`src/rtl/edge_event_capture_pkg.sv`:
```
// Shared types and helpers for the edge event capture block.
// Latency: n/a (types and constant functions only).
// Backpressure: n/a.
`ifndef EDGE_EVENT_CAPTURE_PKG_SV
`define EDGE_EVENT_CAPTURE_PKG_SV

// Event record {data, rise, fall}, each W bits; data sits in the MSBs.
`define EEC_EVT_T(W) struct packed { logic [(W)-1:0] data; logic [(W)-1:0] rise; logic [(W)-1:0] fall; }

package edge_event_capture_pkg;

  // Pointer/count width for a DEPTH-entry queue: one extra MSB separates full from empty.
  function automatic int eec_ptr_w(input int depth);
    return $clog2(depth) + 1;
  endfunction

endpackage

`endif

```
`src/rtl/edge_event_fifo.sv`:
```
// Generic DEPTH-entry synchronous FIFO, head read straight from storage at rd_ptr.
// Latency: a push is visible at the head on the cycle after the write edge.
// Backpressure: head holds while pop_rdy=0; push is ignored when full unless a pop happens on the same edge.
module edge_event_fifo
  import edge_event_capture_pkg::*;
#(
  parameter int WIDTH = 24,
  parameter int DEPTH = 4
) (
  input  logic                          CLK,
  input  logic                          RESET,
  input  logic                          push_vld,
  input  logic [WIDTH-1:0]              push_dat,
  output logic                          pop_vld,
  input  logic                          pop_rdy,
  output logic [WIDTH-1:0]              pop_dat,
  output logic                          full,
  output logic [eec_ptr_w(DEPTH)-1:0]   count
);

  localparam int PW = eec_ptr_w(DEPTH);
  localparam int AW = PW - 1;

  logic [WIDTH-1:0] mem [DEPTH];
  logic [PW-1:0]    wr_ptr;
  logic [PW-1:0]    rd_ptr;
  logic             pop;
  logic             push;

  // Pointers wrap naturally; their difference is the occupancy.
  assign count   = wr_ptr - rd_ptr;
  assign full    = (count == PW'(DEPTH));
  assign pop_vld = (count != '0);
  assign pop     = pop_vld & pop_rdy;
  // When full, a simultaneous pop frees the slot being written this edge.
  assign push    = push_vld & (~full | pop);
  assign pop_dat = mem[rd_ptr[AW-1:0]];

  // Storage and pointer update; reset also clears storage so the head reads zero.
  always_ff @(posedge CLK) begin
    if (RESET) begin
      wr_ptr <= '0;
      rd_ptr <= '0;
      for (int i = 0; i < DEPTH; i++) begin
        mem[i] <= '0;
      end
    end else begin
      if (push) begin
        mem[wr_ptr[AW-1:0]] <= push_dat;
        wr_ptr              <= wr_ptr + PW'(1);
      end
      if (pop) begin
        rd_ptr <= rd_ptr + PW'(1);
      end
    end
  end

endmodule

```
`src/rtl/edge_event_capture.sv`:
```
// Synchronizes an async bus, detects per-bit rise/fall, queues each change as an event.
// Latency: XIN stable across edge k gives EVT_VALID after edge k+SYNC_STAGES (empty queue).
// Backpressure: EVT_VALID/EVT_READY drain; a change arriving while full and not popping is dropped and flags OVERFLOW.
module edge_event_capture
  import edge_event_capture_pkg::*;
#(
  parameter int WIDTH       = 8,
  parameter int DEPTH       = 4,
  parameter int SYNC_STAGES = 2
) (
  input  logic                          CLK,
  input  logic                          RESET,
  input  logic [WIDTH-1:0]              XIN,
  output logic                          EVT_VALID,
  input  logic                          EVT_READY,
  output logic [WIDTH-1:0]              EVT_DATA,
  output logic [WIDTH-1:0]              EVT_RISE,
  output logic [WIDTH-1:0]              EVT_FALL,
  output logic [eec_ptr_w(DEPTH)-1:0]   COUNT,
  output logic                          OVERFLOW,
  input  logic                          CLR_OVF
);

  typedef `EEC_EVT_T(WIDTH) evt_t;

  logic [WIDTH-1:0]       sync_q [SYNC_STAGES];
  logic [SYNC_STAGES-1:0] fill_q;
  logic [WIDTH-1:0]       sx;
  logic [WIDTH-1:0]       prev_q;
  logic                   primed_q;
  logic                   change;
  logic                   drop;
  logic                   fifo_full;
  evt_t                   new_evt;
  evt_t                   head_evt;

  assign sx = sync_q[SYNC_STAGES-1];

  // Synchronizer chain plus a fill marker that tracks when SX carries a post-reset sample.
  always_ff @(posedge CLK) begin
    if (RESET) begin
      for (int i = 0; i < SYNC_STAGES; i++) begin
        sync_q[i] <= '0;
      end
      fill_q <= '0;
    end else begin
      sync_q[0] <= XIN;
      for (int i = 1; i < SYNC_STAGES; i++) begin
        sync_q[i] <= sync_q[i-1];
      end
      fill_q <= {fill_q[SYNC_STAGES-2:0], 1'b1};
    end
  end

  // Priming: the first cycle SX holds a real sample seeds prev without an event,
  // so a value already present on XIN through reset is never reported as a change.
  always_ff @(posedge CLK) begin
    if (RESET) begin
      prev_q   <= '0;
      primed_q <= 1'b0;
    end else begin
      if (primed_q | fill_q[SYNC_STAGES-1]) begin
        prev_q <= sx;
      end
      if (fill_q[SYNC_STAGES-1]) begin
        primed_q <= 1'b1;
      end
    end
  end

  assign change       = primed_q & (sx != prev_q);
  assign new_evt.data = sx;
  assign new_evt.rise = sx & ~prev_q;
  assign new_evt.fall = ~sx & prev_q;

  // An event is lost only when the queue is full and nothing leaves on this edge.
  assign drop = change & fifo_full & ~(EVT_VALID & EVT_READY);

  // Sticky overflow; a drop in the same cycle as a clear keeps it set.
  always_ff @(posedge CLK) begin
    if (RESET) begin
      OVERFLOW <= 1'b0;
    end else if (drop) begin
      OVERFLOW <= 1'b1;
    end else if (CLR_OVF) begin
      OVERFLOW <= 1'b0;
    end
  end

  edge_event_fifo #(
    .WIDTH ($bits(evt_t)),
    .DEPTH (DEPTH)
  ) u_fifo (
    .CLK      (CLK),
    .RESET    (RESET),
    .push_vld (change),
    .push_dat (new_evt),
    .pop_vld  (EVT_VALID),
    .pop_rdy  (EVT_READY),
    .pop_dat  (head_evt),
    .full     (fifo_full),
    .count    (COUNT)
  );

  assign EVT_DATA = head_evt.data;
  assign EVT_RISE = head_evt.rise;
  assign EVT_FALL = head_evt.fall;

endmodule

```
`config.mk`:
```
export PLATFORM = sky130hd
export DESIGN_NAME = edge_event_capture
export DESIGN_NICKNAME = d
export VERILOG_FILES = /design/src/rtl/edge_event_capture_pkg.sv /design/src/rtl/edge_event_fifo.sv /design/src/rtl/edge_event_capture.sv
export SDC_FILE = /design/constraint.sdc
export NUM_CORES = 1
export LEC_CHECK = 0
export CORE_MARGIN = 2
export CORE_UTILIZATION = 58
export CTS_BUF_LIST = sky130_fd_sc_hd__clkbuf_4 sky130_fd_sc_hd__clkbuf_8 sky130_fd_sc_hd__clkbuf_16
export DETAILED_ROUTE_END_ITERATION = 12
export PLACE_DENSITY_LB_ADDON = 0.08
export RECOVER_POWER = 100
export SLEW_MARGIN = 20
export SYNTH_ARGS = -nofsm -noshare
export SYNTH_HDL_FRONTEND = slang
export SYNTH_SLANG_ARGS = --single-unit
```
`constraint.sdc`:
```
create_clock -name CLK -period 5.7 [get_ports CLK]
set_input_delay 0.855 -clock CLK [delete_from_list [all_inputs] [get_ports CLK]]
set_output_delay 0.855 -clock CLK [all_outputs]
set_load 0.01 [all_outputs]
```
Word level (Yosys, flattened, before mapping). Memories as Yosys holds them, arrays and structs flattened. A register that Yosys moved wholly into a read port is not among the register bits. Cells that the tools add are included.

Flip-flop bits (word level): 18. Bits in writable memories: 112. Bits of input ports: 12. Output and inout bits: 29. Logic and storage cells: 48. Memories: 2.

Add/subtract/negate cells: 3. Equality and inequality tests: 2. Multiplexer cells: 16. Bitwise logic cells: 15. Reductions and logical operators: 3.

Memories: u_fifo.mem (words 4, width 24, read ports 1, clocked after Yosys merged registers in 1, wr ports 4, RTL line edge_event_fifo.sv:24) `logic [WIDTH-1:0] mem [DEPTH];`; sync_q (words 2, width 8, read ports 2, clocked after Yosys merged registers in 0, wr ports 2, RTL line edge_event_capture.sv:26) `logic [WIDTH-1:0] sync_q [SYNC_STAGES];`.

Operator list (number): $mux 24 (1); $reduce_or 24->1 (1); $and 8x8->8 (2); $mux 8 (2); $not 8->8 (2); $mux 1 (10); $ne 8x8->1 (1); $add 3x1->3 const B (2); $mux 2 (3); $and 1x1->1 (5); $or 1x1->1 (4); $eq 3x3->1 const B (1); $reduce_bool 3->1 (1); $sub 3x3->3 (1); $not 1->1 (2); $reduce_bool 2->1 (1).

Depth between registers and ports, before layout.
Word-level depth: 10. Mapped depth: 8. Gate-level depth less buffers: 8.

Modules after synthesis. A second synthesis with hierarchy kept.

Cell total of the unflattened synthesis: 432. Area total of the unflattened synthesis: 5726.7 µm².

By module, submodules not included: edge_event_fifo (instances 1, cells each 317, area each 4593.2 µm², sequential area each 3042.9 µm²); edge_event_capture (instances 1, cells each 115, area each 1133.6 µm², sequential area each 560.5 µm²).

Worst setup path before layout. OpenSTA, ideal clock, no wires.

Path type: register -> register. From: register u_fifo.wr_ptr[0]. To: memory u_fifo.mem[3][0], enable pin. Setup time: 473 ps. Arrival: 4182 ps. Required time: 5227 ps. Setup slack: 1045 ps. Cell stages (with the launch flop): 8. Buffers on the path: 1. Period minus slack after synthesis: 4655 ps. Path through: dfxtp_1 > inv_1 > ha_1 > fa_1 > xnor3_1 > nor3_4 > buf_4 > o41ai_1.

RTL lines: start: declaration (RTL line edge_event_fifo.sv:25) `logic [PW-1:0] wr_ptr;`; start signal: assignment (RTL line edge_event_fifo.sv:50) `wr_ptr <= wr_ptr + PW'(1);`; end: declaration (RTL line edge_event_fifo.sv:24).

==> flow_summary_export.csv <==
group,metric,value,unit
synth,synth_area,0.00568,mm^2
synth,synth.distinct_cells,33,
die,initial_utilization,58.9,%
cells_and_area,final_common_cell,"edfxtp_1",
worst_hold_path,hp-class,"reg2reg",
cells_and_area,final_cell_mix,"edfxtp_1, and2_1, dfxtp_1",
route,routedWlPerCell,17.7,um
power_and_ir_drop,power_density,393,mW/mm^2
outcome,status,"complete, but fails checks",
worst_setup_path,cpPeakStageDelay,2.11,ns
timing,max_freq,235,MHz
cells_and_area,drive_above_1_share,14.7,%
power_and_ir_drop,p_int,1.99,mW
global_routing,grt_pass1_wl,16.0,mm
timing,rsz0062_at_grt,"false",
die,die_x,103,um
outcome,violations,"capacitance limit, slew limit",
worst_setup_path,path_cells,"inv_1 > ha_1 > nand4_1 > o21ai_0 > nor4_2 > buf_4 > or2_2",
cells_and_area,areaGrowthSynthToFinish,18.7,%
global_routing,first_global_vias,3065,
clock_tree,cts_resized,0,
clock_tree,htree_levels,4,
timing,period_needed,4.26,ns
route,drc,0,
worst_setup_path,slowest_stage,"o21ai_0",
run,maxCapViolCount,3,
global_routing,grt_max_degree,31,
power_and_ir_drop,total_leakage_power,2.48,nW
clock_tree,postCtsSetupBuffers,0,
synth,synth_edf_count,96,
synth,async_flop_share,0,%
clock_tree,cts_root_buf,"clkbuf_8",
power_and_ir_drop,pwr-share-seq,44.1,%
placed_design,hpwl,6.47,mm
cells_and_area,antennaDiodeCount,0,
die,die-area,0.0106,mm^2
timing,maxSlewHeadroom,-89.7,%
placed_design,routabilityCongestion,0.831,
route,vias,3205,
clock_tree,cts_buffers,17,
cells_and_area,fin_cells,588,
synth,ys_warn_count,0,
timing,finalHoldViolations,0,
synth,avgSynthCellArea,14.2,um^2
worst_setup_path,worstPathRequired,5.87,ns
placed_design,port_buffers,40,
worst_setup_path,crit_type,"reg2reg",
cells_and_area,nets,474,
clock_tree,clk_pin_slew,0.05,ns
timing,tightest_slew,2.82,ns
power_and_ir_drop,sw_frac_of_total,25.1,%
placed_design,pre_cts_slack,1.93,ns
timing,drv_slew,76,
worst_setup_path,worst-path-max-fanout,25,
placed_design,place_inst,556,
route,drtIter0Drc,242,
power_and_ir_drop,power.share.combinational,18.6,%
cells_and_area,nFillCells,691,
route,routed_wl,10.4,mm
global_routing,grt_usage,21.0,%
route,antenna_left,0,
timing,timing.final.ws_setup,1.44,ns
worst_setup_path,end_kind,"flip-flop",
synth,yosys_register_bits,132,
timing,period_share,74.7,%
power_and_ir_drop,p_clk_share,37.3,%
timing,setup_violations,0,
clock_tree,cts_tree,"done",
die,core_area,0.00964,mm^2
cells_and_area,utilization,70.0,%
route,avgViaCountPerCell,5.45,
timing,clock_skew,0.0110,ns
synth,syn-num-nets,433,
worst_setup_path,cp.arrival,4.42,ns
die,ios,41,
power_and_ir_drop,ir_worst_vdd,0.383,mV
timing,fin_setup_tns,0,ns
synth,ys_seq_area_share,63.4,%
die,num_rows,36,
power_and_ir_drop,p_sw,0.667,mW
route,first_pass_iters,4,
global_routing,grt_antenna_before_repair,0,
clock_tree,hold_buffers,0,
worst_setup_path,crit_path_start_kind,"flip-flop",
clock_tree,clockBufferDepth,2,
clock_tree,cts_sinks,132,
synth,ys.flop_type,"edfxtp_1",
global_routing,grt-ovfl-total,0,
die,die-height,103,um
clock_tree,clk_latency,0.52,ns
synth,netlist_instances,401,
area by class of cell:
cell class                      count  area [um^2]  share of cell area [%]
Timing Repair Buffer               45          427                    6.33
Multi-Input combinational cell    223         1910                    28.3
Inverter                           23         86.3                    1.28
Clock buffer                       27          526                    7.79
Sequential cell                   132         3600                    53.5
Tap cell                          133          166                    2.47
Clock inverter                      5         25.0                   0.371
per-layer routing:
metal / up-vias / track usage (%) / share of wire, %
met5: - / 0 / 0
met4: 0 / 9.21 / 1.3
li1: 1523 / - / -
met1: 1586 / 27.5 / 45
met2: 83 / 32.9 / 50
met3: 13 / 6.10 / 3.8
path summary, 6_finish.rpt:
check / startpoint / end / slack (ns) / cells past startpoint
setup / recovery: prev_q[7] / u_fifo.mem[1][23] / 1.44 / 7
hold / removal: sync_q[0][0] / sync_q[0][8] / 0.44 / 1
setup reg to reg: prev_q[7] / u_fifo.mem[1][23] / 1.44 / 7
hold reg to reg: sync_q[0][0] / sync_q[0][8] / 0.44 / 1
sequential cells by signal (all words and copies together) (netlist names), named ones only:
signal,count
OVERFLOW,1
fill_q,2
prev_q,8
primed_q,1
sync_q,16
u_fifo.mem,96
u_fifo.rd_ptr,3
u_fifo.wr_ptr,3
power groups by stage:
stage,Clock [mW],Combinational [mW],Sequential (mW)
finish,0.989,0.492,1.17
global route,1.04,0.536,1.19
detailed placement,0,0.534,1.20
global placement,0,0.529,1.20
floorplan,0,0.375,1.11
CTS,1.00,0.537,1.18
metrics by stage:
stage	total power, mW	area [um^2]	hold slack (ns)
after floorplan	1.49	5680	0.414
after global placement	1.72	6210	0.421
after detailed placement	1.73	6210	0.423
after CTS	2.72	6760	0.437
after global routing	2.76	6740	0.459
final	2.65	6740	0.435
synthesized netlist by cell type, types with 3 or more instances:
| library cell | instances | area [um^2] |
|---|---|---|
| dfxtp_1 | 36 | 721 |
| nor2_1 | 9 | 33.8 |
| mux4_2 | 24 | 541 |
| clkbuf_1 | 17 | 63.8 |
| buf_2 | 3 | 15.0 |
| o21ai_0 | 9 | 45.0 |
| inv_1 | 23 | 86.3 |
| nor2b_1 | 17 | 106 |
| nor4_1 | 16 | 100 |
| ha_1 | 19 | 238 |
| or2_2 | 3 | 18.8 |
| edfxtp_1 | 96 | 2880 |
| and2_1 | 80 | 500 |
| a21oi_1 | 10 | 50.1 |
| nand2_1 | 13 | 48.8 |
kinds of logic (layout without fill, tap and decap cells):
group	count (synthesis)	count (layout)	share of synthesized area, %
buffers and inverters	46	100	3.17
XOR/XNOR	3	3	0.705
multiplexers	27	27	10.1
AND/OR/NAND/NOR	150	150	15.9
AO/OA/AOI/OAI	23	23	2.18
flip-flops	132	132	63.4
adder cells (fa/ha/maj)	20	20	4.54
critical path: cells and delay by family (launching register included):
family	cells	cell delay (ns)
and+or+nand+nor	3	0.73
adders and majority gates	1	0.27
buffers and inverters	2	0.40
DFF	1	0.35
AOI/OAI and AO/OA	1	2.11
Power figures use the tool's default switching activity.
